===== config.mk =====
export PLATFORM = sky130hd
export DESIGN_NAME = sw_array_ctrl
export DESIGN_NICKNAME = d
export VERILOG_FILES = /design/src/rtl/sw_array_ctrl_pkg.sv /design/src/rtl/sw_score_cfg.sv /design/src/rtl/sw_array_ctrl.sv
export SDC_FILE = /design/constraint.sdc
export NUM_CORES = 1
export LEC_CHECK = 0
export ABC_AREA = 1
export BUFFER_PORTS_ARGS = -buffer_cell sky130_fd_sc_hd__buf_4
export CORE_MARGIN = 2
export CORE_UTILIZATION = 50
export DETAILED_ROUTE_END_ITERATION = 8
export GPL_TIMING_DRIVEN = 1
export PLACE_DENSITY_LB_ADDON = 0.2
export SETUP_SLACK_MARGIN = 0.02
export SKIP_CTS_REPAIR_TIMING = 1
export SYNTH_ARGS = -nofsm -noshare
export SYNTH_HDL_FRONTEND = slang
export SYNTH_HIERARCHICAL = 1
export SYNTH_SLANG_ARGS = --single-unit

===== constraint.sdc =====
create_clock -name clk -period 2.88 [get_ports clk]
set_clock_uncertainty 0.05 [all_clocks]
set_input_delay 0.576 -clock clk [delete_from_list [all_inputs] [get_ports clk]]
set_output_delay 0.576 -clock clk [all_outputs]
set_load 0.05 [all_outputs]

===== src/rtl/sw_array_ctrl_pkg.sv =====
// ---------------------------------------------------------------------------
// sw_array_ctrl_pkg
// Shared constants and types for the Smith-Waterman array sequencer.
//   SW_CALC_BIT / SW_PE_NUM / SW_LEN_BIT : default widths and chain length
//   TOK_IDLE / TOK_LOADQ / TOK_VALID     : token encodings on the 3-bit links
//   sw_state_t                           : sequencer states
//   valid_tok()                          : builds a {valid, base} token
// ---------------------------------------------------------------------------
package sw_array_ctrl_pkg;

   localparam int SW_CALC_BIT = 12;
   localparam int SW_PE_NUM   = 64;
   localparam int SW_LEN_BIT  = 16;

   // Token on the query / target links: bit TOK_VALID marks a base,
   // TOK_LOADQ (no valid bit, lsb set) tells each PE to latch its query.
   localparam logic [2:0] TOK_IDLE  = 3'b000;
   localparam logic [2:0] TOK_LOADQ = 3'b001;
   localparam int         TOK_VALID = 2;

   typedef enum logic [2:0] {
      ST_IDLE   = 3'd0,
      ST_LOADQ  = 3'd1,
      ST_COMMIT = 3'd2,
      ST_RUN    = 3'd3,
      ST_DRAIN  = 3'd4,
      ST_DONE   = 3'd5
   } sw_state_t;

   function automatic logic [2:0] valid_tok(input logic [1:0] base);
      logic [2:0] tok;
      tok            = TOK_IDLE;
      tok[TOK_VALID] = 1'b1;
      tok[1:0]       = base;
      return tok;
   endfunction

endpackage


===== src/rtl/sw_score_cfg.sv =====
// ---------------------------------------------------------------------------
// sw_score_cfg
// Scoring configuration registers plus the affine pre-sums broadcast to
// every PE. Everything is captured on load and held until the next load.
//   clk, rst                              : clock, async active-high reset
//   load                                  : capture strobe (accepted start)
//   match_i, mismatch_i, alpha_i, beta_i  : signed scores from the host
//   match_o, mismatch_o, alpha_o, beta_o  : latched scores
//   a2_o, ab_o, ma_a_o, mis_a_o           : alpha+alpha, alpha+beta,
//                                           match+alpha, mismatch+alpha
// ---------------------------------------------------------------------------
module sw_score_cfg
   import sw_array_ctrl_pkg::*;
#(
   parameter int CALC_BIT = SW_CALC_BIT
) (
   input  logic                       clk,
   input  logic                       rst,
   input  logic                       load,
   input  logic signed [CALC_BIT-1:0] match_i,
   input  logic signed [CALC_BIT-1:0] mismatch_i,
   input  logic signed [CALC_BIT-1:0] alpha_i,
   input  logic signed [CALC_BIT-1:0] beta_i,
   output logic signed [CALC_BIT-1:0] match_o,
   output logic signed [CALC_BIT-1:0] mismatch_o,
   output logic signed [CALC_BIT-1:0] alpha_o,
   output logic signed [CALC_BIT-1:0] beta_o,
   output logic signed [CALC_BIT-1:0] a2_o,
   output logic signed [CALC_BIT-1:0] ab_o,
   output logic signed [CALC_BIT-1:0] ma_a_o,
   output logic signed [CALC_BIT-1:0] mis_a_o
);

   // Pre-sums are computed from the inputs, not the latched copies, so they
   // become valid in the same cycle as the configuration itself. Sums wrap
   // at CALC_BIT; the host keeps them in range.
   always_ff @(posedge clk or posedge rst) begin
      if (rst) begin
         match_o    <= '0;
         mismatch_o <= '0;
         alpha_o    <= '0;
         beta_o     <= '0;
         a2_o       <= '0;
         ab_o       <= '0;
         ma_a_o     <= '0;
         mis_a_o    <= '0;
      end else if (load) begin
         match_o    <= match_i;
         mismatch_o <= mismatch_i;
         alpha_o    <= alpha_i;
         beta_o     <= beta_i;
         a2_o       <= alpha_i + alpha_i;
         ab_o       <= alpha_i + beta_i;
         ma_a_o     <= match_i + alpha_i;
         mis_a_o    <= mismatch_i + alpha_i;
      end
   end

endmodule


===== src/rtl/sw_array_ctrl.sv =====
// ---------------------------------------------------------------------------
// sw_array_ctrl
// Sequencer for the linear systolic Smith-Waterman PE chain. Latches the
// scoring configuration, shifts the query into the chain, commits it with a
// load token, streams target bases into PE[0], drains the pipeline and
// captures the final max score from the chain tail.
//   clk, rst                     : clock, async active-high reset
//   start, q_len, *_i scores     : job start pulse and its parameters
//   q_valid/q_data/q_ready       : query base stream
//   t_valid/t_data/t_last/t_ready: target base stream
//   match_o..mis_a_o             : configuration and pre-sums to the PEs
//   q_shift_o, q_o               : query shift-chain enable and token
//   t_o                          : token into PE[0]
//   max_tail_i                   : max output of the last PE
//   busy, done, score            : job status and result
//   state_dbg                    : current sequencer state
//
// Handshake: a base is transferred in a cycle where valid and ready are both
// high. ready is a registered function of state only and never depends on
// valid; valid may rise or fall freely and is ignored while ready is low.
// ---------------------------------------------------------------------------
module sw_array_ctrl
   import sw_array_ctrl_pkg::*;
#(
   parameter int PE_NUM   = SW_PE_NUM,
   parameter int CALC_BIT = SW_CALC_BIT,
   parameter int LEN_BIT  = SW_LEN_BIT
) (
   input  logic                        clk,
   input  logic                        rst,
   input  logic                        start,
   input  logic [$clog2(PE_NUM+1)-1:0] q_len,
   input  logic signed [CALC_BIT-1:0]  match_i,
   input  logic signed [CALC_BIT-1:0]  mismatch_i,
   input  logic signed [CALC_BIT-1:0]  alpha_i,
   input  logic signed [CALC_BIT-1:0]  beta_i,
   input  logic                        q_valid,
   input  logic [1:0]                  q_data,
   output logic                        q_ready,
   input  logic                        t_valid,
   input  logic [1:0]                  t_data,
   input  logic                        t_last,
   output logic                        t_ready,
   output logic signed [CALC_BIT-1:0]  match_o,
   output logic signed [CALC_BIT-1:0]  mismatch_o,
   output logic signed [CALC_BIT-1:0]  alpha_o,
   output logic signed [CALC_BIT-1:0]  beta_o,
   output logic signed [CALC_BIT-1:0]  a2_o,
   output logic signed [CALC_BIT-1:0]  ab_o,
   output logic signed [CALC_BIT-1:0]  ma_a_o,
   output logic signed [CALC_BIT-1:0]  mis_a_o,
   output logic                        q_shift_o,
   output logic [2:0]                  q_o,
   output logic [2:0]                  t_o,
   input  logic signed [CALC_BIT-1:0]  max_tail_i,
   output logic                        busy,
   output logic                        done,
   output logic signed [CALC_BIT-1:0]  score,
   output sw_state_t                   state_dbg
);

   localparam int QW        = $clog2(PE_NUM+1);
   // Two register stages per PE plus the v/max output pair.
   localparam int DRAIN_LEN = 2*PE_NUM + 2;
   localparam int DW        = $clog2(DRAIN_LEN);

   localparam logic [QW-1:0]      Q_MAX  = QW'(PE_NUM);
   localparam logic [QW-1:0]      Q_LAST = QW'(PE_NUM-1);
   localparam logic [DW-1:0]      D_LAST = DW'(DRAIN_LEN-1);
   localparam logic [LEN_BIT-1:0] T_MAX  = '1;

   sw_state_t          state_q;
   logic [QW-1:0]      qlen_q;
   logic [QW-1:0]      shift_cnt;
   logic               pad_q;
   logic               commit_q;
   logic [DW-1:0]      drain_cnt;
   logic [LEN_BIT-1:0] t_cnt;

   logic          q_fire;
   logic          t_fire;
   logic          cfg_load;
   logic [QW-1:0] qlen_eff;

   assign q_fire   = q_ready & q_valid;
   assign t_fire   = t_ready & t_valid;
   assign cfg_load = start & (state_q == ST_IDLE);
   assign qlen_eff = (q_len > Q_MAX) ? Q_MAX : q_len;

   // Link outputs are gated by registered flags, so they fall to idle the
   // moment reset clears those flags, whatever the stream inputs are doing.
   assign q_shift_o = q_fire | pad_q;
   assign q_o       = q_fire ? valid_tok(q_data) : TOK_IDLE;
   assign t_o       = commit_q ? TOK_LOADQ :
                      (t_fire ? valid_tok(t_data) : TOK_IDLE);
   assign state_dbg = state_q;

   sw_score_cfg #(.CALC_BIT(CALC_BIT)) u_cfg (
      .clk        (clk),
      .rst        (rst),
      .load       (cfg_load),
      .match_i    (match_i),
      .mismatch_i (mismatch_i),
      .alpha_i    (alpha_i),
      .beta_i     (beta_i),
      .match_o    (match_o),
      .mismatch_o (mismatch_o),
      .alpha_o    (alpha_o),
      .beta_o     (beta_o),
      .a2_o       (a2_o),
      .ab_o       (ab_o),
      .ma_a_o     (ma_a_o),
      .mis_a_o    (mis_a_o)
   );

   always_ff @(posedge clk or posedge rst) begin
      if (rst) begin
         state_q   <= ST_IDLE;
         qlen_q    <= '0;
         shift_cnt <= '0;
         pad_q     <= 1'b0;
         commit_q  <= 1'b0;
         drain_cnt <= '0;
         t_cnt     <= '0;
         q_ready   <= 1'b0;
         t_ready   <= 1'b0;
         busy      <= 1'b0;
         done      <= 1'b0;
         score     <= '0;
      end else begin
         done <= 1'b0;
         case (state_q)
            ST_IDLE: begin
               if (start) begin
                  busy      <= 1'b1;
                  qlen_q    <= qlen_eff;
                  shift_cnt <= '0;
                  t_cnt     <= '0;
                  if (qlen_eff == '0) begin
                     score   <= '0;
                     done    <= 1'b1;
                     state_q <= ST_DONE;
                  end else begin
                     q_ready <= 1'b1;
                     state_q <= ST_LOADQ;
                  end
               end
            end
            // PE_NUM shifts in total: q_len handshaked bases first, then
            // free-running padding so the first base lands in PE[0].
            ST_LOADQ: begin
               if (q_fire | pad_q) begin
                  shift_cnt <= shift_cnt + QW'(1);
                  if (shift_cnt == Q_LAST) begin
                     q_ready  <= 1'b0;
                     pad_q    <= 1'b0;
                     commit_q <= 1'b1;
                     state_q  <= ST_COMMIT;
                  end else if (shift_cnt + QW'(1) >= qlen_q) begin
                     q_ready <= 1'b0;
                     pad_q   <= 1'b1;
                  end
               end
            end
            ST_COMMIT: begin
               commit_q <= 1'b0;
               t_ready  <= 1'b1;
               state_q  <= ST_RUN;
            end
            ST_RUN: begin
               if (t_fire) begin
                  if (t_cnt != T_MAX) t_cnt <= t_cnt + LEN_BIT'(1);
                  if (t_last) begin
                     t_ready   <= 1'b0;
                     drain_cnt <= '0;
                     state_q   <= ST_DRAIN;
                  end
               end
            end
            ST_DRAIN: begin
               if (drain_cnt == D_LAST) begin
                  score   <= (t_cnt == '0) ? '0 : max_tail_i;
                  done    <= 1'b1;
                  state_q <= ST_DONE;
               end else begin
                  drain_cnt <= drain_cnt + DW'(1);
               end
            end
            ST_DONE: begin
               busy    <= 1'b0;
               state_q <= ST_IDLE;
            end
            default: state_q <= ST_IDLE;
         endcase
      end
   end

endmodule


# Yosys cells after proc, flatten, opt, wreduce, memory -nomap -nowiden

Cells that the tools add are included.

Register bits after elaboration: 155
Input bits: 77
Output and inout bits: 122
Logic and storage cells: 122

Add/subtract/negate cells: 7
Order comparisons: 2
Eq/ne operators: 19
Multiplexer cells: 48
Bitwise gates (word level): 4
Reductions and logical operators: 22

Operator list:

| kind                                           | count |
|---|---|
| adder 12 bit                                   | 4 |
| two-way mux 12 bit                             | 4 |
| two-way mux 16 bit                             | 3 |
| case mux 16 bit (2 select lines)               | 1 |
| two-way mux 3 bit                              | 10 |
| two-way mux 8 bit                              | 3 |
| case mux 12 bit (2 select lines)               | 1 |
| two-way mux 7 bit                              | 3 |
| inequality test 2 bit (second input constant)  | 9 |
| adder 16 x 1 -> 16 bit (second input constant) | 1 |
| zero test 16 bit                               | 1 |
| inequality test 16 bit (second input constant) | 1 |
| case mux 8 bit (2 select lines)                | 1 |
| nonzero test 2 bit                             | 8 |
| two-way mux 1 bit                              | 15 |
| case mux 3 bit (5 select lines)                | 1 |
| case mux 7 bit (2 select lines)                | 1 |
| AND reduction 3 bit                            | 4 |
| AND reduction 4 bit                            | 3 |
| case mux 1 bit (2 select lines)                | 5 |
| adder 8 x 1 -> 8 bit (second input constant)   | 1 |
| == test 8 bit (second input constant)          | 1 |
| adder 7 x 1 -> 7 bit (second input constant)   | 1 |
| == test 7 x 6 -> 1 bit (second input constant) | 1 |
| 14 further kinds                               | 19 |

# Logic depth before layout (Yosys ltp)

Depth after elaboration: 6
Gate-level depth with buffers: 15
Depth with buffers taken out: 15

# Modules after synthesis

Netlist, hierarchy kept.

By module, submodules not included:

| module        | times used | cells each | area an instance (um^2) | seq. area each (um^2) |
|---|---|---|---|---|
| sw_score_cfg  | 1          | 710        | 5071.1                  | 2102.0 |
| sw_array_ctrl | 1          | 495        | 3563.4                  | 1476.4 |

# Worst setup path before layout

OpenSTA, ideal clock, no wires.

Path type: reg2out
From: reg t_ready
To: out t_o[1]
Arrival: 1611 ps
Data required time: 2254 ps
Path slack: 643 ps
Cell stages (with the launch flop): 5
Buffers on the path: 0
Cell sequence: dfrtp_1 nand2_1 inv_1 nand2_1 nor2_1

Cells in the longest elaborated chain, start to end: 3

Ends and longest elaborated chain:

| element                | line                 | source |
|---|---|---|
| start, declared        | sw_array_ctrl.sv:43  | `output logic t_ready,` |
| start signal, assigned | sw_array_ctrl.sv:126 | `t_ready <= 1'b0;` |
| start signal, assigned | sw_array_ctrl.sv:167 | `t_ready <= 1'b1;` |
| start signal, assigned | sw_array_ctrl.sv:174 | `t_ready <= 1'b0;` |
| bitwise AND 1 bit      | sw_array_ctrl.sv:86  | `assign t_fire = t_ready & t_valid;` |
| two-way mux 3 bit      | sw_array_ctrl.sv:95  | `(t_fire ? valid_tok(t_data) : TOK_IDLE);` |
| two-way mux 3 bit      | sw_array_ctrl.sv:94  | `assign t_o = commit_q ? TOK_LOADQ :` |
| end, declared          | sw_array_ctrl.sv:54  | `output logic [2:0] t_o,` |

Every way passes these cells.

# Worst setup path in the final report

From: reg shift_cnt[0]
To: reg pad_q

Cells in the longest elaborated chain, start to end: 4
Elaborated cells on any way between the ends: 6
Those cells by class: add/sub: 1; order compare: 1; eq/ne: 1; mux: 1; reduce/logical: 2

Ends and longest elaborated chain:

| element                       | line                 | source |
|---|---|---|
| start, declared               | sw_array_ctrl.sv:74  | `logic [QW-1:0] shift_cnt;` |
| start signal, assigned        | sw_array_ctrl.sv:153 | `shift_cnt <= shift_cnt + QW'(1);` |
| adder 7 x 1 -> 7 bit          | sw_array_ctrl.sv:159 | `end else if (shift_cnt + QW'(1) >= qlen_q) begin` |
| >= comparator 7 bit           | sw_array_ctrl.sv:159 |  |
| nonzero test 2 bit (no line)  | -                    |  |
| AND reduction 3 bit (no line) | -                    |  |
| end signal, assigned          | sw_array_ctrl.sv:121 | `pad_q <= 1'b0;` |
| end signal, assigned          | sw_array_ctrl.sv:156 | `pad_q <= 1'b0;` |
| end signal, assigned          | sw_array_ctrl.sv:161 | `pad_q <= 1'b1;` |
| end, declared                 | sw_array_ctrl.sv:75  | `logic pad_q;` |

Parallel ways exist; a longest one is shown, timed or not.
A chain may end at the register's enable or synchronous reset.

==> out/metrics.cfg <==
[detailed_routing]
wl_per_cell_um = 13.96
vias = 8143
drtIter0Drc = 536
drc = 0
via_per_inst = 5.011
wirelength_um = 22680
drt-pass1-iter-count = 5
ant_nets = 0

[logic_synthesis]
ys_async_sr_fraction = 1.000
syn-num-nets = 1330
synth_edf_count = 0
ys_types = 38
ys.warnings.count = 6
synthesis.area_um2 = 8635
avgSynthCellArea_um2 = 7.166
syn_inst = 1205
synthFlopType = dfrtp_1
yosysSeqAreaShare = 0.4144
synth_seq_cells = 143

[floorplan]
core_um2 = 17120
die-height_um = 135.4
die-area_um2 = 18340
ioPinCount = 199
initial_utilization = 0.5045
dieWidth_um = 135.4
num_rows = 48

[placement]
dp_hpwl_um = 17080
place_congestion = 0.8997
io_buffers = 197

[global_routing]
grt_antenna_before_repair = 0
grt_max_degree = 74
grt.overflow.total = 0
grt_use_total = 0.2554
grt_pass1_vias = 7671
grt_pass1_wl_um = 37070

[timing]
whs_ns = 0.1019
timing.slew.headroom = 0.6012
period_needed_ns = 2.161
timing.fmax_mhz = 462.6
final_hold_viol_count = 0
worst_pin_slew_ns = 0.5973
setup_viol = 0
finalCritPeriodShare = 0.7505
tns_ns = 0
slew_viol_final = 0
rsz0062_at_grt = no

[layout]
area_growth_pct = 26.20
layout-drive-gt1-share = 0.1879
diodes = 0
nFillCells = 1558
final_common_cell = nand2_1
nets = 1514
final_cell_mix = 498 x nand2_1, 205 x buf_4, 143 x dfrtp_1, 118 x inv_1, 94 x nor2_1
post-route-util = 0.6366

[clock_tree]
h-tree-depth = 4
cts_tree = yes
clock_latency_ns = 0.42
cts.path.max_buffers = 2
path_clk_slew_ns = 0.06
cts_made_buffers = 17
cts.root.buffer_cell = clkbuf_16
clkSinkCount = 143

[critical_path]
cp.required_ns = 3.15
crit_path_end_kind = register
cp_max_fo = 5
cp-start-kind = register
worstSetupPathType = register to register
critPathArrivalTime_ns = 2.43

[pwr]
vdd_drop_max_mv = 0.8800
power_density_nw_per_um2 = 1107
power_mw = 12.06
p_leak_nw = 5.953

[worst_hold_path]
hp-class = input pin to async pin

[job]
drv_cap = 0

[run_status]
status = complete, no violations

-- report_power, final --
part / switching [mW] / total [mW] / internal (mW)
Combinational: 4.59 / 6.39 / 1.80
Sequential: 0.516 / 3.27 / 2.75
Clock: 0.824 / 2.40 / 1.58
Total: 5.93 / 12.1 / 6.13
-- synthesized netlist by cell type, types with 4 or more instances --
cell type | count | share of area
ha_1 | 45 | 0.065
a21oi_1 | 26 | 0.015
clkbuf_1 | 11 | 0.0048
nor2_1 | 94 | 0.041
inv_1 | 121 | 0.053
xnor2_1 | 7 | 0.0071
nand3_1 | 90 | 0.052
nand3_2 | 5 | 0.0058
buf_2 | 15 | 0.0087
nand4_1 | 21 | 0.015
o21ai_1 | 15 | 0.0087
o22ai_1 | 4 | 0.0029
buf_4 | 15 | 0.013
dfrtp_1 | 143 | 0.41
nand3b_1 | 6 | 0.0052
xor2_1 | 14 | 0.014
nand2_1 | 498 | 0.22
o21ai_0 | 38 | 0.022
inv_2 | 6 | 0.0026
-- stage by stage --
step / std cells / instance area [um^2] / setup slack, ns
CTS: 1625 / 10900 / 0.7155
floorplan: 1205 / 8635 / 0.08886
finish: 1625 / 10900 / 0.7185
detailed placement: 1595 / 10260 / 0.7069
global placement: 1595 / 10260 / 0.7702
global route: 1625 / 10900 / 0.5203
-- metal layers --
layer  track usage  share of wire
met4       0.08044          0.019
met1        0.3170           0.44
met2        0.4382           0.48
met3       0.06510          0.059
met5             0              0
-- cells by family (layout without fill, tap and decap cells) --
logic type                 count (synthesis)  in the layout  synth area share
other                                      1              1         0.0004343
adders and majority gates                 48             48           0.07216
and+or+nand+nor                          730            730            0.3504
AOI/OAI and AO/OA                         93             93           0.05825
DFF                                      143            143            0.4144
buffers and inverters                    169            364           0.08303
xor gates and xnor gates                  21             21           0.02130
-- path summary, 6_finish.rpt --
| kind | from | end | slack [ns] | cells past startpoint |
|---|---|---|---|---|
| max | shift_cnt[0] | pad_q | 0.72 | 12 |
| max in group asynchronous | rst | score[5] | 1.92 | 3 |
| min | rst | u_cfg/alpha_o[4] | 0.10 | 2 |
| max reg2reg | shift_cnt[0] | pad_q | 0.72 | 12 |
| min in group clk | q_len[6] | done | 0.31 | 2 |
| min reg2reg | u_cfg/mismatch_o[3] | u_cfg/mismatch_o[3] | 0.42 | 2 |
-- cell type report --
type | count | area, um^2 | area share
multi-input combinational | 893 | 4339 | 0.3982
sequential | 143 | 3578 | 0.3284
timing repair buffer | 207 | 1579 | 0.1449
clock buffer | 25 | 515.5 | 0.04731
inverter | 127 | 478.0 | 0.04386
tap | 225 | 281.5 | 0.02584
clock inverter | 5 | 125.1 | 0.01148
-- state kept, by name, indices dropped and copies added (netlist names) --
signal            flops
u_cfg/match_o        12
pad_q                 1
shift_cnt             7
t_cnt                16
u_cfg/ab_o           12
q_ready               1
drain_cnt             8
score                12
state_dbg             3
busy                  1
u_cfg/ma_a_o         12
done                  1
u_cfg/mismatch_o     12
u_cfg/beta_o         12
commit_q              1
qlen_q                7
u_cfg/alpha_o        12
t_ready               1
u_cfg/mis_a_o        12
-- critical path, cell delays in order, from the launching register on --
cell,delay (ns)
dfrtp_1,0.42
ha_1,0.24
nand3_1,0.12
inv_1,0.07
nand2_1,0.10
and2_1,0.15
inv_1,0.04
ha_1,0.31
a21o_1,0.19
nor2_1,0.09
nand4_1,0.13
nand3_1,0.10
nand2_1,0.05
Note: power is estimated with default switching activity, not from simulation.
